**src/rtl/seg7_pkg.sv**
```systemverilog
// Shared character codes, segment lookup table and the panel message ROM
// for the time-multiplexed 7-segment message scanner.
package seg7_pkg;

   typedef logic [4:0] char_t;

   localparam char_t CH_0     = 5'd0;
   localparam char_t CH_1     = 5'd1;
   localparam char_t CH_2     = 5'd2;
   localparam char_t CH_3     = 5'd3;
   localparam char_t CH_4     = 5'd4;
   localparam char_t CH_5     = 5'd5;
   localparam char_t CH_6     = 5'd6;
   localparam char_t CH_7     = 5'd7;
   localparam char_t CH_8     = 5'd8;
   localparam char_t CH_9     = 5'd9;
   localparam char_t CH_A     = 5'd10;
   localparam char_t CH_C     = 5'd11;
   localparam char_t CH_E     = 5'd12;
   localparam char_t CH_F     = 5'd13;
   localparam char_t CH_L     = 5'd14;
   localparam char_t CH_P     = 5'd15;
   localparam char_t CH_U     = 5'd16;
   localparam char_t CH_DASH  = 5'd17;
   localparam char_t CH_BLANK = 5'd31;

   // Active-high segments {a,b,c,d,e,f,g}; polarity is applied at the pins.
   localparam logic [6:0] SEG_OFF = 7'h00;

   // Listed from code 31 down to code 0; codes 18..31 are dark.
   localparam logic [31:0][6:0] SEG_LUT = {
      {14{7'b0000000}},
      7'b0000001, 7'b0111110, 7'b1100111, 7'b0001110,  // -, U, P, L
      7'b1000111, 7'b1001111, 7'b1001110, 7'b1110111,  // F, E, C, A
      7'b1111011, 7'b1111111, 7'b1110000, 7'b1011111,  // 9, 8, 7, 6
      7'b1011011, 7'b0110011, 7'b1111001, 7'b1101101,  // 5, 4, 3, 2
      7'b0110000, 7'b1111110                           // 1, 0
   };

   localparam int unsigned ROM_N_MSG   = 4;
   localparam int unsigned ROM_MSG_LEN = 8;
   localparam int unsigned ROM_MSG_W   = 2;
   localparam int unsigned ROM_POS_W   = 3;

   // Messages: 0 "CAFE    ", 1 "CC05    ", 2 "CUP 2   ", 3 "FULL----" (char 0 rightmost).
   localparam logic [ROM_N_MSG-1:0][ROM_MSG_LEN-1:0][4:0] MSG_ROM = {
      {CH_DASH, CH_DASH, CH_DASH, CH_DASH, CH_L, CH_L, CH_U, CH_F},
      {CH_BLANK, CH_BLANK, CH_BLANK, CH_2, CH_BLANK, CH_P, CH_U, CH_C},
      {CH_BLANK, CH_BLANK, CH_BLANK, CH_BLANK, CH_5, CH_0, CH_C, CH_C},
      {CH_BLANK, CH_BLANK, CH_BLANK, CH_BLANK, CH_E, CH_F, CH_A, CH_C}
   };

   function automatic char_t msg_char(input int unsigned m, input int unsigned p);
      if (m < ROM_N_MSG && p < ROM_MSG_LEN)
         return MSG_ROM[m[ROM_MSG_W-1:0]][p[ROM_POS_W-1:0]];
      return CH_BLANK;
   endfunction

endpackage

```
**src/rtl/seg7_message_scanner_char_decoder.sv**
```systemverilog
// Combinational character-code to active-high segment pattern decoder.
module seg7_char_decoder
   import seg7_pkg::*;
(
   input  char_t      code,
   output logic [6:0] pattern
);

   assign pattern = SEG_LUT[code];

endmodule

```
**src/rtl/seg7_message_scanner.sv**
```systemverilog
// Time-multiplexed N-digit 7-segment driver that scans one digit per slot
// and optionally scrolls the selected ROM message to the left.
module seg7_message_scanner
   import seg7_pkg::*;
#(
   parameter int N_DIGITS      = 4,
   parameter int MSG_LEN       = 8,
   parameter int N_MSG         = 4,
   parameter int SCAN_DIV      = 50000,
   parameter int SCROLL_FRAMES = 100,
   parameter bit ACTIVE_LOW    = 1'b1,
   localparam int SEL_W        = (N_MSG > 1) ? $clog2(N_MSG) : 1
) (
   input  logic                clk,
   input  logic                rst_n,
   input  logic [SEL_W-1:0]    sel,
   input  logic                scroll_en,
   input  logic                blank,
   output logic [6:0]          seg,
   output logic [N_DIGITS-1:0] an,
   output logic                frame_tick
);

   localparam int DIG_W  = (N_DIGITS > 1) ? $clog2(N_DIGITS) : 1;
   localparam int OFF_W  = (MSG_LEN > 1) ? $clog2(MSG_LEN) : 1;
   localparam int POS_W  = $clog2(2 * MSG_LEN);
   localparam int SCAN_W = $clog2(SCAN_DIV);
   localparam int FRM_W  = (SCROLL_FRAMES > 1) ? $clog2(SCROLL_FRAMES) : 1;

   localparam logic [SCAN_W-1:0]   SCAN_LAST = SCAN_W'(SCAN_DIV - 1);
   localparam logic [DIG_W-1:0]    DIG_LAST  = DIG_W'(N_DIGITS - 1);
   localparam logic [OFF_W-1:0]    OFF_LAST  = OFF_W'(MSG_LEN - 1);
   localparam logic [FRM_W-1:0]    FRM_LAST  = FRM_W'(SCROLL_FRAMES - 1);
   localparam logic [POS_W-1:0]    POS_LEN   = POS_W'(MSG_LEN);
   localparam logic [6:0]          SEG_DARK  = ACTIVE_LOW ? ~SEG_OFF : SEG_OFF;
   localparam logic [N_DIGITS-1:0] AN_DARK   = ACTIVE_LOW ? {N_DIGITS{1'b1}} : {N_DIGITS{1'b0}};

   logic [SCAN_W-1:0]   scan_cnt;
   logic [DIG_W-1:0]    digit_idx;
   logic [OFF_W-1:0]    offset;
   logic [FRM_W-1:0]    frame_cnt;
   logic [SEL_W-1:0]    sel_q;
   logic                slot_end;
   logic                frame_end;
   logic                sel_changed;
   logic [POS_W-1:0]    pos_sum;
   logic [POS_W-1:0]    pos;
   char_t               code;
   logic [6:0]          pattern;
   logic [N_DIGITS-1:0] an_onehot;

   assign slot_end    = (scan_cnt == SCAN_LAST);
   assign frame_end   = slot_end && (digit_idx == DIG_LAST);
   assign sel_changed = (sel != sel_q);
   assign frame_tick  = frame_end;

   // The sum never exceeds 2*MSG_LEN-2, so one conditional subtract wraps it.
   always_comb begin
      pos_sum   = POS_W'(offset) + POS_W'(digit_idx);
      pos       = (pos_sum >= POS_LEN) ? (pos_sum - POS_LEN) : pos_sum;
      code      = (32'(sel) < N_MSG) ? msg_char(32'(sel), 32'(pos)) : CH_BLANK;
      an_onehot = N_DIGITS'(1) << digit_idx;
   end

   seg7_char_decoder u_decoder (
      .code    (code),
      .pattern (pattern)
   );

   always_ff @(posedge clk or negedge rst_n) begin
      if (!rst_n) begin
         scan_cnt  <= '0;
         digit_idx <= '0;
         offset    <= '0;
         frame_cnt <= '0;
         sel_q     <= '0;
         seg       <= SEG_DARK;
         an        <= AN_DARK;
      end else begin
         scan_cnt <= slot_end ? '0 : scan_cnt + 1'b1;
         if (slot_end)
            digit_idx <= (digit_idx == DIG_LAST) ? '0 : digit_idx + 1'b1;
         sel_q <= sel;

         // A message change restarts the scroll even on a scroll-step tick.
         if (!scroll_en || sel_changed) begin
            offset    <= '0;
            frame_cnt <= '0;
         end else if (frame_end) begin
            if (frame_cnt == FRM_LAST) begin
               frame_cnt <= '0;
               offset    <= (offset == OFF_LAST) ? '0 : offset + 1'b1;
            end else begin
               frame_cnt <= frame_cnt + 1'b1;
            end
         end

         if (blank) begin
            seg <= SEG_DARK;
            an  <= AN_DARK;
         end else begin
            seg <= ACTIVE_LOW ? ~pattern : pattern;
            an  <= ACTIVE_LOW ? ~an_onehot : an_onehot;
         end
      end
   end

endmodule

```
**config.mk**
```make
export PLATFORM = sky130hd
export DESIGN_NAME = seg7_message_scanner
export DESIGN_NICKNAME = d
export VERILOG_FILES = /design/src/rtl/seg7_pkg.sv /design/src/rtl/seg7_message_scanner_char_decoder.sv /design/src/rtl/seg7_message_scanner.sv
export SDC_FILE = /design/constraint.sdc
export NUM_CORES = 1
export LEC_CHECK = 0
export CORE_MARGIN = 1.5
export CORE_UTILIZATION = 40
export CTS_CLUSTER_SIZE = 10
export DETAILED_ROUTE_END_ITERATION = 10
export DONT_BUFFER_PORTS = 1
export HOLD_SLACK_MARGIN = 0.03
export PLACE_DENSITY = 0.54
export RECOVER_POWER = 50
export SYNTH_ARGS = -nofsm -noshare
export SYNTH_HDL_FRONTEND = slang
export SYNTH_HIERARCHICAL = 1
export SYNTH_SLANG_ARGS = --single-unit
```
**constraint.sdc**
```tcl
create_clock -name clk -period 4 [get_ports clk]
set_input_delay 1 -clock clk [delete_from_list [all_inputs] [get_ports clk]]
set_output_delay 1 -clock clk [all_outputs]
set_load 0.02 [all_outputs]
```
# Word-level counts from Yosys, hierarchy flattened
# Memories as Yosys holds them, arrays and structs flattened.
# Index checks and enable logic that the tools add are counted.
totals:
  regBits: 41
  rom_bits: 224
  input_bits: 6
  out_inout_bits: 12
  elab_cells: 53
  mem_count: 1
classes:
  addsub: 6
  magnitude_cmp: 5
  n_eq_ne: 5
  n_shift: 1
  n_mux: 20
  n_bitwise: 2
  reduce_logical: 6
mem_list:
  columns: ["memory", "depth", "word_bits", "rd", "rd_ports_with_merged_regs", "wr", "line", "source"]
  rows:
  - ["(no name shown)", 32, 7, 1, 0, 0, "seg7_message_scanner_char_decoder.sv:9", "assign pattern = SEG_LUT[code];"]
ops:
  columns: ["cell", "count"]
  rows:
  - ["$bmux W40 S2", 1]
  - ["$mux W40", 1]
  - ["$mux W7", 5]
  - ["$add A16 B1 Y16 const B", 1]
  - ["$eq A16 B16 Y1 const B", 1]
  - ["$mux W16", 1]
  - ["$bmux W5 S3", 1]
  - ["$mux W5", 3]
  - ["$mux W3", 4]
  - ["$mux W4", 2]
  - ["$add A7 B1 Y7 const B", 1]
  - ["$eq A7 B7 Y1 const B", 1]
  - ["$not A7 Y7", 1]
  - ["$lt A5 B6 Y1 const B", 1]
  - ["$add A3 B2 Y4", 1]
  - ["$ge A4 B4 Y1 const B", 1]
  - ["$lt A3 B4 Y1 const B", 1]
  - ["$lt A4 B4 Y1 const B", 1]
  - ["$not A4 Y4", 1]
  - ["$reduce_bool A2 Y1", 2]
  - ["$shl A1 B2 Y4 const A", 1]
  - ["$sub A4 B4 Y4 const B", 1]
  - ["$add A3 B1 Y3 const B", 1]
  - ["$eq A3 B3 Y1 const B", 1]
  - ["10 further kinds", 10]

# Depth between registers and ports, before layout
logic_depth:
  depth_word: 11
  ltp_mapped: 12
  depth_no_buf: 12

# Cells and area by module
# The synthesis kept the hierarchy.
modules_own_cells:
  columns: ["module", "instances", "cells_each", "area_per_inst_um2", "seq_area_each_um2"]
  rows:
  - ["seg7_message_scanner", 1, 214, 2162.1, 1039.7]
  - ["seg7_char_decoder", 1, 46, 354.1, 0.0]

# Least setup slack after synthesis
# OpenSTA, ideal clock, no wires.
synth_timing:
  path_kind: "reg2reg"
  startpoint: "register digit_idx[0]"
  endpoint: "register seg[5]"
  setup_time_ps: 80
  arrival_time_ps: 3033
  required_time_ps: 3920
  path_slack_ps: 887
  stages_incl_launch_ff: 12
  path_buffers: 0
  period_less_slack_ps: 3113
  path_cell_list: "dfrtp_1 -> ha_1 -> fa_1 -> xnor2_1 -> a31oi_1 -> o21ai_0 -> inv_1 -> ha_1 -> or2_1 -> a21oi_1 -> mux2_2 -> nand2b_1"
synth_between:
  elab_chain_len: 11
synth_lines:
  columns: ["item", "line", "source"]
  rows:
  - ["start, declared", "seg7_message_scanner.sv:39", "logic [DIG_W-1:0] digit_idx;"]
  - ["start signal, assigned", "seg7_message_scanner.sv:82", "digit_idx <= (digit_idx == DIG_LAST) ? '0 : digit_idx + 1'b1;"]
  - ["$add A3 B2 Y4 (*)", "seg7_message_scanner.sv:59", "pos_sum = POS_W'(offset) + POS_W'(digit_idx);"]
  - ["$sub A4 B4 Y4 / $ge A4 B4 Y1 (equally long branches)", "seg7_message_scanner.sv:60", "pos = (pos_sum >= POS_LEN) ? (pos_sum - POS_LEN) : pos_sum;"]
  - ["$mux W4 (*)", "seg7_message_scanner.sv:60", null]
  - ["$bmux W5 S3", "seg7_pkg.sv:55", "return MSG_ROM[m[ROM_MSG_W-1:0]][p[ROM_POS_W-1:0]];"]
  - ["$mux W5 (implied by the code)", "seg7_pkg.sv:55", null]
  - ["$mux W5", "seg7_pkg.sv:54", "if (m < ROM_N_MSG && p < ROM_MSG_LEN)"]
  - ["$mux W5 (*)", "seg7_pkg.sv:56", "return CH_BLANK;"]
  - ["via code[1]", "seg7_message_scanner.sv:48", "char_t code;"]
  - ["$mem_v2 Z32 W7 (*)", null, null]
  - ["$mux W7 (implied by the code) (*)", "seg7_message_scanner_char_decoder.sv:9", null]
  - ["via pattern[5]", "seg7_message_scanner.sv:49", "logic [6:0] pattern;"]
  - ["$not A7 Y7 (*)", "seg7_message_scanner.sv:102", "seg <= ACTIVE_LOW ? ~pattern : pattern;"]
  - ["$mux W7 (*)", "seg7_message_scanner.sv:98", "if (blank) begin"]
  - ["end signal, assigned", "seg7_message_scanner.sv:102", null]
  - ["end, declared", "seg7_message_scanner.sv:19", "output logic [6:0] seg,"]
# Mark *: on every way through the listed nets, which the timed path passes. The rest lies on a longest branch. The select of a mux whose other input is x is not followed.
# A chain may end at the register's enable or synchronous reset.

# Worst setup path in the final report
# Same ends and word-level chain as after synthesis.

==> flow_summary.json <==
{
  "synth_top_area_share_pct": 29.8,
  "synth_area_leaders": "dfrtp_1, dfstp_2, ha_1",
  "place_ws_ns": 0.527,
  "cp.arrival_ns": 3.65,
  "finalPower_uw": 746,
  "cts_buffer_depth": 2,
  "ant_nets": 0,
  "switching_power_uw": 167,
  "cp_data_required_time_ns": 4.22,
  "synthMuxAreaShare_pct": 1.44,
  "met2_usage_pct": 25.6,
  "postCtsSetupRepairBufs": 0,
  "dp_hpwl_mm": 3.32,
  "setup_violations": 0,
  "busiest_layer": "met2",
  "cts_resized": 0,
  "clockRootBuffer": "clkbuf_8",
  "final_common_cell": "dfrtp_1",
  "syn-num-nets": 289,
  "cts_buffers": 5,
  "yosysSeqAreaShare_pct": 41.3,
  "io_pins": 18,
  "hp-class": "in -> async",
  "timing.final.ws_setup_ns": 0.569,
  "grt_use_met3_pct": 3.19,
  "synthXorXnorAreaFrac_pct": 6.61,
  "insertion_delay_ns": 0.29,
  "r2r_slack_ns": 0.57,
  "fmax_ghz": 0.291,
  "hold_buffers": 0,
  "use_met1_pct": 20.6,
  "grt_util_all_layers_pct": 15.8,
  "synth_compound_area_share_pct": 12.4,
  "slew_violations": 0,
  "power_frac_comb_pct": 4.6,
  "cts_sinks": 41,
  "slew_headroom_pct": 30.6,
  "rows": 28,
  "io_buffers": 0,
  "seqPwrFrac_pct": 57.9,
  "diodes": 0,
  "place_area_sq_um": 2580,
  "finalSetupTns_ns": 0,
  "final_cells": 336,
  "crit_path_start_kind": "register",
  "initial_utilization_pct": 42.0,
  "criticalPathCategory": "reg -> reg",
  "outcome": "completed",
  "rsz0062_at_grt": "no",
  "grt_antenna_before_repair": 0,
  "drive_above_1_share_pct": 11.1,
  "die_w_microns": 82.3,
  "vias": 1807,
  "area_growth_pct": 6.41,
  "core_area_sq_um": 5990,
  "p_int_uw": 580,
  "p_leak_uw": 0.00116,
  "ys.flop_type": "dfrtp_1",
  "end_kind": "register",
  "mostFrequentLayoutCells": "dfrtp_1, ha_1, nand2_1, nor2_1, a21oi_1",
  "dp_cells": 328,
  "post-route-cell-area_sq_um": 2680,
  "power_density_nw_per_um2": 279,
  "yosys_warnings": 6,
  "design.die.area_sq_um": 6770,
  "chipHeight_microns": 82.3,
  "cap_violations": 0,
  "grt_pass1_wl_mm": 8.23,
  "ys_ff_latch": 41,
  "synth_top_area_cell": "dfrtp_1",
  "synth_async_sr_flop_share_pct": 100,
  "nNetsFinal": 289,
  "swShare_pct": 22.3,
  "finalCritPeriodShare_pct": 85.8,
  "drt-initial-drc-count": 126,
  "hold_viol_final": 0,
  "netlist_area_sq_um": 2520,
  "clock_skew_ns": 0.00838,
  "grt-ovfl-total": 0,
  "synth_top_family_by_area": "simple AND/OR/NAND/NOR gates",
  "cp_max_fo": 9,
  "ys_types": 50,
  "cts_tree": "built",
  "first_pass_iters": 4,
  "routed_wl_mm": 4.71,
  "grt_pass1_vias": 1780,
  "clk_pin_slew_ns": 0.08,
  "h-tree-depth": 2,
  "synth_adder_area_share_pct": 11.7,
  "vdd_drop_max_mv": 0.197,
  "worst_slew_pin_slew_ns": 1.04,
  "drc_errors": 0,
  "grt_max_degree": 42,
  "postSynthCellCount": 260,
  "clock_power_share_pct": 37.5,
  "syn_avg_cell_area_sq_um": 9.68,
  "place.gp.congestion": 0.808,
  "layout_min_cycle_time_ns": 3.43,
  "wl_per_cell_microns": 14.0,
  "synth_edf_count": 0,
  "rr_worst_depth": 11,
  "via_per_inst": 5.38,
  "synthSimpleGateAreaFrac_pct": 22.4
}
-- final cells by class --
| cell class | count | area [sq um] |
|---|---|---|
| tap | 75 | 93.8 |
| clock buffer | 7 | 86.3 |
| clock inverter | 1 | 7.51 |
| timing repair buffer | 3 | 22.5 |
| multi-input combinational | 196 | 1380 |
| inverter | 13 | 48.8 |
| sequential | 41 | 1040 |
| fill | 593 | 3310 |
-- sequential cells by signal (all words and copies together) (netlist names) --
name,cells
scan_cnt,16
frame_cnt,7
seg,7
an,4
offset,3
digit_idx,2
sel_q,2
-- layer usage --
metal / part of all wire [%] / up-vias
met3: 2.2 / 9
met1: 49 / 861
met4: 1.9 / 0
met2: 47 / 21
met5: 0 / -
li1: - / 916
-- cell families after synthesis --
| logic type | after synthesis |
|---|---|
| buffers and inverters | 23 |
| DFF | 41 |
| adders and majority gates | 23 |
| muxes | 3 |
| AOI/OAI and AO/OA | 50 |
| and+or+nand+nor | 101 |
| xor gates and xnor gates | 19 |
-- worst max-delay path, stage by stage, from the launching register on --
cell	delay [ns]
dfrtp_1	0.43
ha_1	0.21
fa_1	0.41
xnor2_1	0.57
a31oi_1	0.16
o21ai_0	0.51
inv_1	0.17
ha_1	0.32
or2_1	0.22
a21oi_1	0.14
mux2_2	0.17
nand2b_1	0.05
-- stage by stage --
step	util (%)	hold slack, ns
floorplan	-	0.455
global placement	43.1	0.480
detailed placement	43.1	0.488
CTS	44.7	0.379
global route	44.7	0.376
finish	44.7	0.396
-- final timing paths --
| check | start | endpoint |
|---|---|---|
| min reg2reg | scan_cnt[0] | scan_cnt[0] |
| max reg2reg | digit_idx[0] | seg[5] |
| max in group asynchronous | rst_n | seg[1] |
| min | rst_n | scan_cnt[12] |
| min in group clk | scan_cnt[0] | scan_cnt[0] |
| max | digit_idx[0] | seg[5] |
-- synth_stat cells (2+ instances only) --
master / instances
dfrtp_1: 30
ha_1: 22
nand2_1: 20
nor2_1: 17
a21oi_1: 14
inv_1: 13
nand2b_1: 12
xnor2_1: 12
dfstp_2: 11
nand3_1: 10
o21ai_0: 10
xor2_1: 7
clkbuf_1: 6
nand4_1: 6
or4_1: 5
nand3b_1: 4
nor2b_1: 4
o21ai_1: 4
o22ai_1: 4
o31ai_1: 4
or3_1: 4
a31oi_1: 3
nor3_1: 3
nor4_1: 3
and4_1: 2
buf_2: 2
buf_6: 2
o211ai_1: 2
o32ai_1: 2
or2_2: 2
-- power groups by stage --
stage	clock network, uW	registers [uW]	logic, uW
after global placement	0	440	34.5
final	280	432	34.5
after global routing	308	433	39.3
after CTS	295	432	34.8
after floorplan	0	439	29.6
after detailed placement	0	440	34.5
No activity file was read; power rests on OpenSTA's default activity.
